$ cat src/rtl/memShare_config_pkg.sv
// Shared configuration for the memShare sequencing logic.
//   MAX_ALLOC_SEQ_NUM : highest allocation-sequence index per operation
//   PIPE_CYCLE_LEN    : clocks per memShare pipeline cycle (2..16)
//   SHIFT_W           : shift-factor width
//   memshare_state_e  : sequencer FSM states
package memShare_config_pkg;

    localparam int unsigned MAX_ALLOC_SEQ_NUM = 3;
    localparam int unsigned PIPE_CYCLE_LEN    = 4;
    localparam int unsigned SHIFT_W           = 5;

    // SHIFT_GEN is the begin clock of a pipeline cycle, HOLD the remaining clocks
    typedef enum logic [1:0] {
        ST_IDLE      = 2'd0,
        ST_SHIFT_GEN = 2'd1,
        ST_HOLD      = 2'd2,
        ST_DONE      = 2'd3
    } memshare_state_e;

endpackage

$ cat src/rtl/memshare_seq_ctrl_if.sv
// Handshake/data bundle between the memShare requester and the sequencer.
//   master : drives start/abort/alloc_seq_num/shift_factor/share_bound,
//            observes ack/busy/begin/isGtr/seq_idx/shift_val/done
//   slave  : the sequencer side (memshare_seq_ctrl)
interface memshare_seq_ctrl_if #(
    parameter int unsigned MAX_ALLOC_SEQ_NUM = memShare_config_pkg::MAX_ALLOC_SEQ_NUM,
    parameter int unsigned SHIFT_W           = memShare_config_pkg::SHIFT_W
);

    localparam int unsigned IDX_W = $clog2(MAX_ALLOC_SEQ_NUM + 1);

    logic               memShare_start_i;
    logic               memShare_abort_i;
    logic [IDX_W-1:0]   alloc_seq_num_i;
    logic [SHIFT_W-1:0] shift_factor_i;
    logic [SHIFT_W-1:0] share_bound_i;

    logic               start_ack_o;
    logic               scu_memShare_busy_o;
    logic               pipeCycle_begin_o;
    logic               isGtr_o;
    logic [IDX_W-1:0]   seq_idx_o;
    logic [SHIFT_W-1:0] shift_val_o;
    logic               done_o;

    modport master (
        output memShare_start_i, memShare_abort_i, alloc_seq_num_i,
               shift_factor_i, share_bound_i,
        input  start_ack_o, scu_memShare_busy_o, pipeCycle_begin_o,
               isGtr_o, seq_idx_o, shift_val_o, done_o
    );

    modport slave (
        input  memShare_start_i, memShare_abort_i, alloc_seq_num_i,
               shift_factor_i, share_bound_i,
        output start_ack_o, scu_memShare_busy_o, pipeCycle_begin_o,
               isGtr_o, seq_idx_o, shift_val_o, done_o
    );

endinterface

$ cat src/rtl/memshare_seq_ctrl.sv
// memShare operation sequencer: steps through alloc_seq_num+1 pipeline
// cycles of PIPE_CYCLE_LEN clocks, producing the per-cycle isGtr flag and
// effective shift for the skid controller.
//   sys_clk : clock, rising edge
//   rstn    : asynchronous active-low reset
//   bus     : memshare_seq_ctrl_if.slave (start/abort/config in, status out)
module memshare_seq_ctrl
    import memShare_config_pkg::*;
#(
    parameter int unsigned MAX_ALLOC_SEQ_NUM = memShare_config_pkg::MAX_ALLOC_SEQ_NUM,
    parameter int unsigned PIPE_CYCLE_LEN    = memShare_config_pkg::PIPE_CYCLE_LEN,
    parameter int unsigned SHIFT_W           = memShare_config_pkg::SHIFT_W
) (
    input logic                sys_clk,
    input logic                rstn,
    memshare_seq_ctrl_if.slave bus
);

    localparam int unsigned IDX_W = $clog2(MAX_ALLOC_SEQ_NUM + 1);
    localparam int unsigned CNT_W = $clog2(PIPE_CYCLE_LEN);
    localparam logic [CNT_W-1:0] HOLD_LAST = CNT_W'(PIPE_CYCLE_LEN - 2);

    memshare_state_e    state;
    logic [CNT_W-1:0]   hold_cnt;
    logic [IDX_W-1:0]   seq_idx;
    logic [IDX_W-1:0]   last_idx;
    logic               gtr_q;
    logic [SHIFT_W-1:0] shift_q;

    logic               gtr_c;
    logic [SHIFT_W-1:0] shift_c;
    logic [IDX_W-1:0]   alloc_clamped;
    logic               start_ok;

    // Clamp only needed when the index field can encode values above the maximum
    generate
        if ((2 ** IDX_W) - 1 > MAX_ALLOC_SEQ_NUM) begin : g_clamp
            assign alloc_clamped = (bus.alloc_seq_num_i > IDX_W'(MAX_ALLOC_SEQ_NUM))
                                 ? IDX_W'(MAX_ALLOC_SEQ_NUM) : bus.alloc_seq_num_i;
        end else begin : g_no_clamp
            assign alloc_clamped = bus.alloc_seq_num_i;
        end
    endgenerate

    // Abort in the same IDLE cycle suppresses the start
    assign start_ok = (state == ST_IDLE) && bus.memShare_start_i && !bus.memShare_abort_i;
    assign gtr_c    = bus.shift_factor_i > bus.share_bound_i;
    assign shift_c  = gtr_c ? SHIFT_W'(bus.shift_factor_i - bus.share_bound_i)
                            : bus.shift_factor_i;

    // Sequencer state and per-cycle captured values
    always_ff @(posedge sys_clk or negedge rstn) begin
        if (!rstn) begin
            state    <= ST_IDLE;
            hold_cnt <= '0;
            seq_idx  <= '0;
            last_idx <= '0;
            gtr_q    <= 1'b0;
            shift_q  <= '0;
        end else begin
            case (state)
                ST_IDLE: begin
                    if (start_ok) begin
                        state    <= ST_SHIFT_GEN;
                        last_idx <= alloc_clamped;
                        seq_idx  <= '0;
                        hold_cnt <= '0;
                    end
                end
                ST_SHIFT_GEN: begin
                    if (bus.memShare_abort_i) begin
                        state    <= ST_IDLE;
                        seq_idx  <= '0;
                        last_idx <= '0;
                        hold_cnt <= '0;
                        gtr_q    <= 1'b0;
                        shift_q  <= '0;
                    end else begin
                        state    <= ST_HOLD;
                        gtr_q    <= gtr_c;
                        shift_q  <= shift_c;
                        hold_cnt <= '0;
                    end
                end
                ST_HOLD: begin
                    if (bus.memShare_abort_i) begin
                        state    <= ST_IDLE;
                        seq_idx  <= '0;
                        last_idx <= '0;
                        hold_cnt <= '0;
                        gtr_q    <= 1'b0;
                        shift_q  <= '0;
                    end else if (hold_cnt == HOLD_LAST) begin
                        hold_cnt <= '0;
                        if (seq_idx < last_idx) begin
                            state   <= ST_SHIFT_GEN;
                            seq_idx <= seq_idx + IDX_W'(1);
                        end else begin
                            state <= ST_DONE;
                        end
                    end else begin
                        hold_cnt <= hold_cnt + CNT_W'(1);
                    end
                end
                ST_DONE: begin
                    state    <= ST_IDLE;
                    seq_idx  <= '0;
                    last_idx <= '0;
                    gtr_q    <= 1'b0;
                    shift_q  <= '0;
                end
                default: state <= ST_IDLE;
            endcase
        end
    end

    // Status outputs decoded from state; begin clock passes the live comparison through
    always_comb begin
        bus.start_ack_o         = start_ok;
        bus.scu_memShare_busy_o = 1'b0;
        bus.pipeCycle_begin_o   = 1'b0;
        bus.isGtr_o             = 1'b0;
        bus.seq_idx_o           = '0;
        bus.shift_val_o         = '0;
        bus.done_o              = 1'b0;
        case (state)
            ST_SHIFT_GEN: begin
                bus.scu_memShare_busy_o = 1'b1;
                bus.pipeCycle_begin_o   = 1'b1;
                bus.isGtr_o             = gtr_c;
                bus.shift_val_o         = shift_c;
                bus.seq_idx_o           = seq_idx;
            end
            ST_HOLD: begin
                bus.scu_memShare_busy_o = 1'b1;
                bus.isGtr_o             = gtr_q;
                bus.shift_val_o         = shift_q;
                bus.seq_idx_o           = seq_idx;
            end
            ST_DONE: begin
                bus.done_o = 1'b1;
            end
            default: ;
        endcase
    end

endmodule

$ cat src/flat_wrapper.sv
// flat-port wrapper written by rule: the top's interface ports become plain ports
module memshare_seq_ctrl_flat import memShare_config_pkg::*;
#(
    parameter int unsigned MAX_ALLOC_SEQ_NUM = memShare_config_pkg::MAX_ALLOC_SEQ_NUM,
    parameter int unsigned PIPE_CYCLE_LEN    = memShare_config_pkg::PIPE_CYCLE_LEN,
    parameter int unsigned SHIFT_W           = memShare_config_pkg::SHIFT_W
)
  (sys_clk, rstn, bus_memShare_start_i, bus_memShare_abort_i, bus_alloc_seq_num_i, bus_shift_factor_i, bus_share_bound_i, bus_start_ack_o, bus_scu_memShare_busy_o, bus_pipeCycle_begin_o, bus_isGtr_o, bus_seq_idx_o, bus_shift_val_o, bus_done_o);
  memshare_seq_ctrl_if #(.MAX_ALLOC_SEQ_NUM(MAX_ALLOC_SEQ_NUM), .SHIFT_W(SHIFT_W)) bus_i ();
  input logic sys_clk;
  input logic rstn;
  input wire logic [$bits(bus_i.memShare_start_i)-1:0] bus_memShare_start_i;
  input wire logic [$bits(bus_i.memShare_abort_i)-1:0] bus_memShare_abort_i;
  input wire logic [$bits(bus_i.alloc_seq_num_i)-1:0] bus_alloc_seq_num_i;
  input wire logic [$bits(bus_i.shift_factor_i)-1:0] bus_shift_factor_i;
  input wire logic [$bits(bus_i.share_bound_i)-1:0] bus_share_bound_i;
  output wire logic [$bits(bus_i.start_ack_o)-1:0] bus_start_ack_o;
  output wire logic [$bits(bus_i.scu_memShare_busy_o)-1:0] bus_scu_memShare_busy_o;
  output wire logic [$bits(bus_i.pipeCycle_begin_o)-1:0] bus_pipeCycle_begin_o;
  output wire logic [$bits(bus_i.isGtr_o)-1:0] bus_isGtr_o;
  output wire logic [$bits(bus_i.seq_idx_o)-1:0] bus_seq_idx_o;
  output wire logic [$bits(bus_i.shift_val_o)-1:0] bus_shift_val_o;
  output wire logic [$bits(bus_i.done_o)-1:0] bus_done_o;
  assign bus_i.memShare_start_i = bus_memShare_start_i;
  assign bus_i.memShare_abort_i = bus_memShare_abort_i;
  assign bus_i.alloc_seq_num_i = bus_alloc_seq_num_i;
  assign bus_i.shift_factor_i = bus_shift_factor_i;
  assign bus_i.share_bound_i = bus_share_bound_i;
  assign bus_start_ack_o = bus_i.start_ack_o;
  assign bus_scu_memShare_busy_o = bus_i.scu_memShare_busy_o;
  assign bus_pipeCycle_begin_o = bus_i.pipeCycle_begin_o;
  assign bus_isGtr_o = bus_i.isGtr_o;
  assign bus_seq_idx_o = bus_i.seq_idx_o;
  assign bus_shift_val_o = bus_i.shift_val_o;
  assign bus_done_o = bus_i.done_o;
  memshare_seq_ctrl #(.MAX_ALLOC_SEQ_NUM(MAX_ALLOC_SEQ_NUM), .PIPE_CYCLE_LEN(PIPE_CYCLE_LEN), .SHIFT_W(SHIFT_W)) u_core (.sys_clk(sys_clk), .rstn(rstn), .bus(bus_i));
endmodule
$ cat config.mk
export PLATFORM = sky130hd
export DESIGN_NAME = memshare_seq_ctrl_flat
export DESIGN_NICKNAME = d
export VERILOG_FILES = /design/src/rtl/memShare_config_pkg.sv /design/src/rtl/memshare_seq_ctrl_if.sv /design/src/rtl/memshare_seq_ctrl.sv /design/src/flat_wrapper.sv
export SDC_FILE = /design/constraint.sdc
export NUM_CORES = 1
export LEC_CHECK = 0
export ABC_AREA = 1
export CORE_ASPECT_RATIO = 1.25
export CORE_MARGIN = 3
export CORE_UTILIZATION = 49
export DETAILED_ROUTE_END_ITERATION = 10
export PLACE_DENSITY_LB_ADDON = 0.1
export SYNTH_ARGS = -nofsm -noshare
export SYNTH_HDL_FRONTEND = slang
export SYNTH_SLANG_ARGS = --single-unit
$ cat constraint.sdc
create_clock -name sys_clk -period 1.7 [get_ports sys_clk]
set_input_delay 0.17 -clock sys_clk [delete_from_list [all_inputs] [get_ports sys_clk]]
set_output_delay 0.17 -clock sys_clk [all_outputs]
set_load 0.01 [all_outputs]
Word level (Yosys, flattened, before mapping)
Index checks and enable logic that the tools add are counted.
Widths: inputs -> output; s select.
{"block": "totals", "ff_bits": 14, "latch_bits": 0, "mem_count": 0, "in_bits": 16, "rom_bits": 0, "elab_cells": 63, "output_inout_bits": 12, "ram_bits": 0}
{"block": "classes", "add_sub_neg": 3, "shifts": 0, "bitwise": 0, "n_eq_ne": 10, "n_mul": 0, "reduce_logical": 12, "magnitude_cmp": 2, "muxes": 30, "div_mod_pow": 0}
{"cell": "$mux 2", "n": 14}
{"cell": "$pmux 2 s4", "n": 2}
{"cell": "$mux 5", "n": 3}
{"cell": "$pmux 5 s3", "n": 1}
{"cell": "$pmux 2 s3", "n": 2}
{"cell": "$pmux 5 s2", "n": 1}
{"cell": "$reduce_and 2->1", "n": 4}
{"cell": "$eq 2x2->1 const B", "n": 3}
{"cell": "$ne 2x2->1 const B", "n": 3}
{"cell": "$ne 3x2->1 const B", "n": 2}
{"cell": "$reduce_bool 3->1", "n": 2}
{"cell": "$gt 5x5->1", "n": 1}
{"cell": "$mux 1", "n": 5}
{"cell": "$sub 5x5->5", "n": 1}
{"cell": "$add 2x1->2 const B", "n": 2}
{"cell": "$reduce_and 4->1", "n": 1}
{"cell": "$pmux 1 s3", "n": 1}
{"cell": "$eq 2x1->1 const B", "n": 1}
{"cell": "$logic_and 1x1->1", "n": 2}
{"cell": "$logic_not 2->1", "n": 1}
{"cell": "$lt 2x2->1", "n": 1}
{"cell": "$ne 2x1->1 const B", "n": 1}
{"cell": "$pmux 1 s2", "n": 1}
{"cell": "$reduce_or 2->1", "n": 1}
{"cell": "$logic_not 1->1", "n": 1}

Longest topological paths before layout
{"block": "depth", "ltp_word": 5, "ltp_mapped": 11, "depth_no_buf": 11}

Least setup slack after synthesis
No wires, ideal clock.
{"block": "synth_path", "path_kind": "in2out", "start": "in bus_shift_factor_i[0]", "end": "out bus_shift_val_o[4]", "cell_stages": 9, "required_time_ps": 1530, "setup_slack_ps": 72, "path_buffers": 0, "arrival_ps": 1458, "cell_sequence": "inv_1 ha_1 fa_1 nand3b_1 nand3_1 nand2_1 nand3_1 nand3_1 a21oi_1"}
{"block": "synth_via", "elab_chain_len": 3, "elab_cells_between_ends": 4, "classes_between": "add/sub (1); order compare (1); mux (2)"}
{"element": "from (decl)", "line": "flat_wrapper.sv:15", "rtl": "input wire logic [$bits(bus_i.shift_factor_i)-1:0] bus_shift_factor_i;"}
{"element": "$sub 5x5->5 or $gt 5x5->1 (tied branches)", "line": "memshare_seq_ctrl.sv:48, memshare_seq_ctrl.sv:47"}
{"element": "$mux 5 (*)", "line": "memshare_seq_ctrl.sv:48", "rtl": "assign shift_c = gtr_c ? SHIFT_W'(bus.shift_factor_i - bus.share_bound_i)"}
{"element": "$pmux 5 s2 (*)", "line": "memshare_seq_ctrl.sv:126", "rtl": "case (state)"}
{"element": "to (decl)", "line": "flat_wrapper.sv:22", "rtl": "output wire logic [$bits(bus_i.shift_val_o)-1:0] bus_shift_val_o;"}
Mark *: on every way between the ends. The rest lies on a longest branch, timed or not.

Final worst setup path
{"block": "layout_path", "start": "in bus_share_bound_i[2]", "end": "out bus_shift_val_o[3]"}
{"block": "layout_via", "elab_chain_len": 3, "elab_cells_between_ends": 4, "classes_between": "add/sub (1); order compare (1); mux (2)"}
{"element": "from (decl)", "line": "flat_wrapper.sv:16", "rtl": "input wire logic [$bits(bus_i.share_bound_i)-1:0] bus_share_bound_i;"}
{"element": "$sub 5x5->5 or $gt 5x5->1 (tied branches)", "line": "memshare_seq_ctrl.sv:48, memshare_seq_ctrl.sv:47"}
{"element": "$mux 5 (*)", "line": "memshare_seq_ctrl.sv:48"}
{"element": "$pmux 5 s2 (*)", "line": "memshare_seq_ctrl.sv:126"}
Marked as above.

==> impl_metrics.env <==
export IMPL_status="finished, violations left"
export IMPL_violations="negative setup slack"
export IMPL_rsz0062_at_grt="yes"
export IMPL_power_density_nw_per_um2=1460
export IMPL_fin_crit_sh_pct=109
export IMPL_htree_levels=1
export IMPL_path_clk_slew_ns=0.08
export IMPL_p_leak_nw=1.01
export IMPL_ys_ff_latch=14
export IMPL_routedWlPerCell_um=18.1
export IMPL_fin_worst_skew_ns=0.00239
export IMPL_initial_core_util_pct=52.0
export IMPL_power_switching_mw=1.33
export IMPL_worstPathArrival_ns=1.68
export IMPL_grt_pass1_wl_mm=5.66
export IMPL_power_total_mw=2.90
export IMPL_io_buffers=27
export IMPL_die_w_um=49.3
export IMPL_layout_drive_gt1_share_pct=49.1
export IMPL_hold_path_class="input port to async pin"
export IMPL_grt_max_degree=15
export IMPL_drc=0
export IMPL_synth_top_flop_cell="dfrtp_1"
export IMPL_wl_mm=4.55
export IMPL_end_kind="output pin"
export IMPL_firstDrtPassIters=4
export IMPL_cp_data_required_time_ns=1.53
export IMPL_num_fill_cells=106
export IMPL_max_slew_margin_pct=57.4
export IMPL_final_cells=251
export IMPL_ant_nets=0
export IMPL_p_seq_share_pct=20.0
export IMPL_clock_sinks=14
export IMPL_synth_avg_cell_area_um2=7.36
export IMPL_critPathKind="input port to output pin"
export IMPL_tightest_slew_ns=0.637
export IMPL_antenna_found_initial=0
export IMPL_internal_power_mw=1.57
export IMPL_setup_viol=8
export IMPL_rrSetupSlack_ns=-0.01
export IMPL_worstSetupStartpointType="input port"
export IMPL_critPathMaxFanout=4
export IMPL_place_hpwl_mm=2.32
export IMPL_die_y_um=60.1
export IMPL_rows=19
export IMPL_synth_cell_type_count=26
export IMPL_antennaDiodeCount=0
export IMPL_yosysSeqAreaShare_pct=30.5
export IMPL_final_core_util_pct=89.6
export IMPL_gr_total_overflow=0
export IMPL_fin_setup_tns_ns=-0.604
export IMPL_switching_share_pct=45.9
export IMPL_insertion_delay_ns=0.28
export IMPL_final_nets=249
export IMPL_place_area_um2=1590
export IMPL_pwr_share_clk_pct=8.4
export IMPL_drt_first_iter_violations=85
export IMPL_synth_warnings=0
export IMPL_cts_buffers=3
export IMPL_synth_nets=184
export IMPL_ys_async_sr_fraction_pct=100
export IMPL_hold_slack_ns=0.275
export IMPL_route_vias_total=1429
export IMPL_core_area_um2=2210
export IMPL_setup_ws_ns=-0.151
export IMPL_dieArea_um2=2960
export IMPL_via_per_inst=5.69
export IMPL_place_gp_congestion=0.835
export IMPL_clk_path_buf_depth=2
export IMPL_synth_edf_count=0
export IMPL_ios=28
export IMPL_drv_cap=0
export IMPL_power_frac_comb_pct=71.7
export IMPL_rr_startpoint="u_core.state[1]"
export IMPL_syn_instance_count=156
export IMPL_clockRootBuffer="clkbuf_4"
export IMPL_grt_pass1_vias=1370
export IMPL_timing_fmax_mhz=540
export IMPL_ir_drop_mv=0.891
export IMPL_critPathLaunch="bus_share_bound_i[2]"
export IMPL_syn_area_um2=1150
export IMPL_place_ws_ns=-0.945
export IMPL_cts_hold_fix_buffers=0
export IMPL_stdcell_area_um2=1980
export IMPL_hold_viol=0
export IMPL_cts_tree="built"
export IMPL_drv_slew=0
export IMPL_fin_crit_ns=1.85
export IMPL_area_growth_pct=72.4
export IMPL_dp_cells=231
export IMPL_grt_total_usage_pct=25.2
==> power by group through the flow <==
| stage | Sequential (mW) | Combinational (mW) | Clock (mW) |
|---|---|---|---|
| global placement | 0.569 | 1.50 | 0 |
| floorplan | 0.556 | 0.853 | 0 |
| detailed placement | 0.580 | 1.55 | 0 |
| finish | 0.579 | 2.08 | 0.243 |
| global route | 0.594 | 2.21 | 0.267 |
| CTS | 0.573 | 1.59 | 0.246 |
==> state kept, by name (all words and copies together) (netlist names) <==
register	cells
u_core.gtr_q	1
u_core.shift_q	5
u_core.state	2
u_core.last_idx	2
u_core.seq_idx	2
u_core.hold_cnt	2
==> critical path, stage by stage <==
cell	delay, ns
buf_2	0.10
inv_2	0.04
ha_4	0.29
nand2_1	0.08
nand2_2	0.12
inv_1	0.09
nand3b_1	0.12
nand2_1	0.11
nand3_1	0.17
nand3_1	0.09
a21oi_1	0.15
buf_2	0.16
==> cell usage in the layout, fill, tap and decap left out, drive strengths merged <==
| master | instances |
|---|---|
| a21oi | 9 |
| a22o | 1 |
| a22oi | 2 |
| a31oi | 1 |
| buf | 49 |
| clkbuf | 5 |
| clkdlybuf4s15 | 2 |
| clkdlybuf4s50 | 5 |
| clkinv | 2 |
| clkinvlp | 1 |
| dfrtp | 14 |
| dlygate4sd2 | 3 |
| dlymetal6s2s | 1 |
| fa | 1 |
| ha | 11 |
| inv | 26 |
| nand2 | 44 |
| nand3 | 17 |
| nand3b | 2 |
| nand4 | 3 |
| nor2 | 5 |
| o21a | 1 |
| o21ai | 12 |
| o22ai | 1 |
| or4 | 1 |
| xor2 | 1 |
==> routing by layer <==
layer | share of wire, % | track usage (%) | vias to the layer above
li1 | - | - | 640
met1 | 36 | 22.8 | 670
met2 | 52 | 50.6 | 88
met3 | 5.7 | 4.24 | 31
met4 | 6.2 | 17.5 | 0
met5 | 0 | 0 | -
==> worst paths after layout <==
check | to | cells past startpoint
max | bus_shift_val_o[3] | 12
min | u_core.state[1] | 1
max reg2reg | u_core.shift_q[1] | 5
min reg2reg | u_core.gtr_q | 2
max in group asynchronous | u_core.hold_cnt[0] | 1
min in group sys_clk | u_core.shift_q[3] | 5
==> synthesized netlist by cell type, types with 2 or more instances <==
| master | count | area (um^2) |
|---|---|---|
| a21oi_1 | 9 | 45.0 |
| a22oi_1 | 2 | 15.0 |
| clkinv_1 | 2 | 7.51 |
| dfrtp_1 | 14 | 350 |
| ha_1 | 11 | 138 |
| inv_1 | 27 | 101 |
| nand2_1 | 35 | 131 |
| nand2_2 | 8 | 50.1 |
| nand3_1 | 16 | 80.1 |
| nand3b_1 | 2 | 15.0 |
| nand4_1 | 2 | 12.5 |
| nor2_1 | 4 | 15.0 |
| o21ai_0 | 5 | 25.0 |
| o21ai_1 | 7 | 35.0 |
==> layout make-up <==
| type | count | area, um^2 | share of cell area, % |
|---|---|---|---|
| multi-input cells | 112 | 922 | 46.6 |
| repair buffers | 61 | 508 | 25.6 |
| flip-flops and latches | 14 | 350 | 17.7 |
| inverters | 29 | 125 | 6.32 |
| clock buffers | 4 | 36.3 | 1.83 |
| well taps | 31 | 38.8 | 1.96 |
==> timing repair <==
action / in CTS / in global routing
resized for setup: 105 / 37
hold endpoints to repair: 0 / 0
setup buffers: 10 / 6
endpoints found under the setup margin: 21 / 20
pin swaps: 20 / 13
==> kinds of logic (layout without fill, tap and decap cells) <==
logic type	count (synthesis)	count (layout)	share of synthesized area (%)
buf+inv	30	94	9.91
xor+xnor	1	1	0.763
compound gates	27	27	13.5
fa+ha+maj	12	12	13.7
flops	14	14	30.5
simple gates	72	72	31.6
Note: power is estimated with default switching activity, not from simulation.
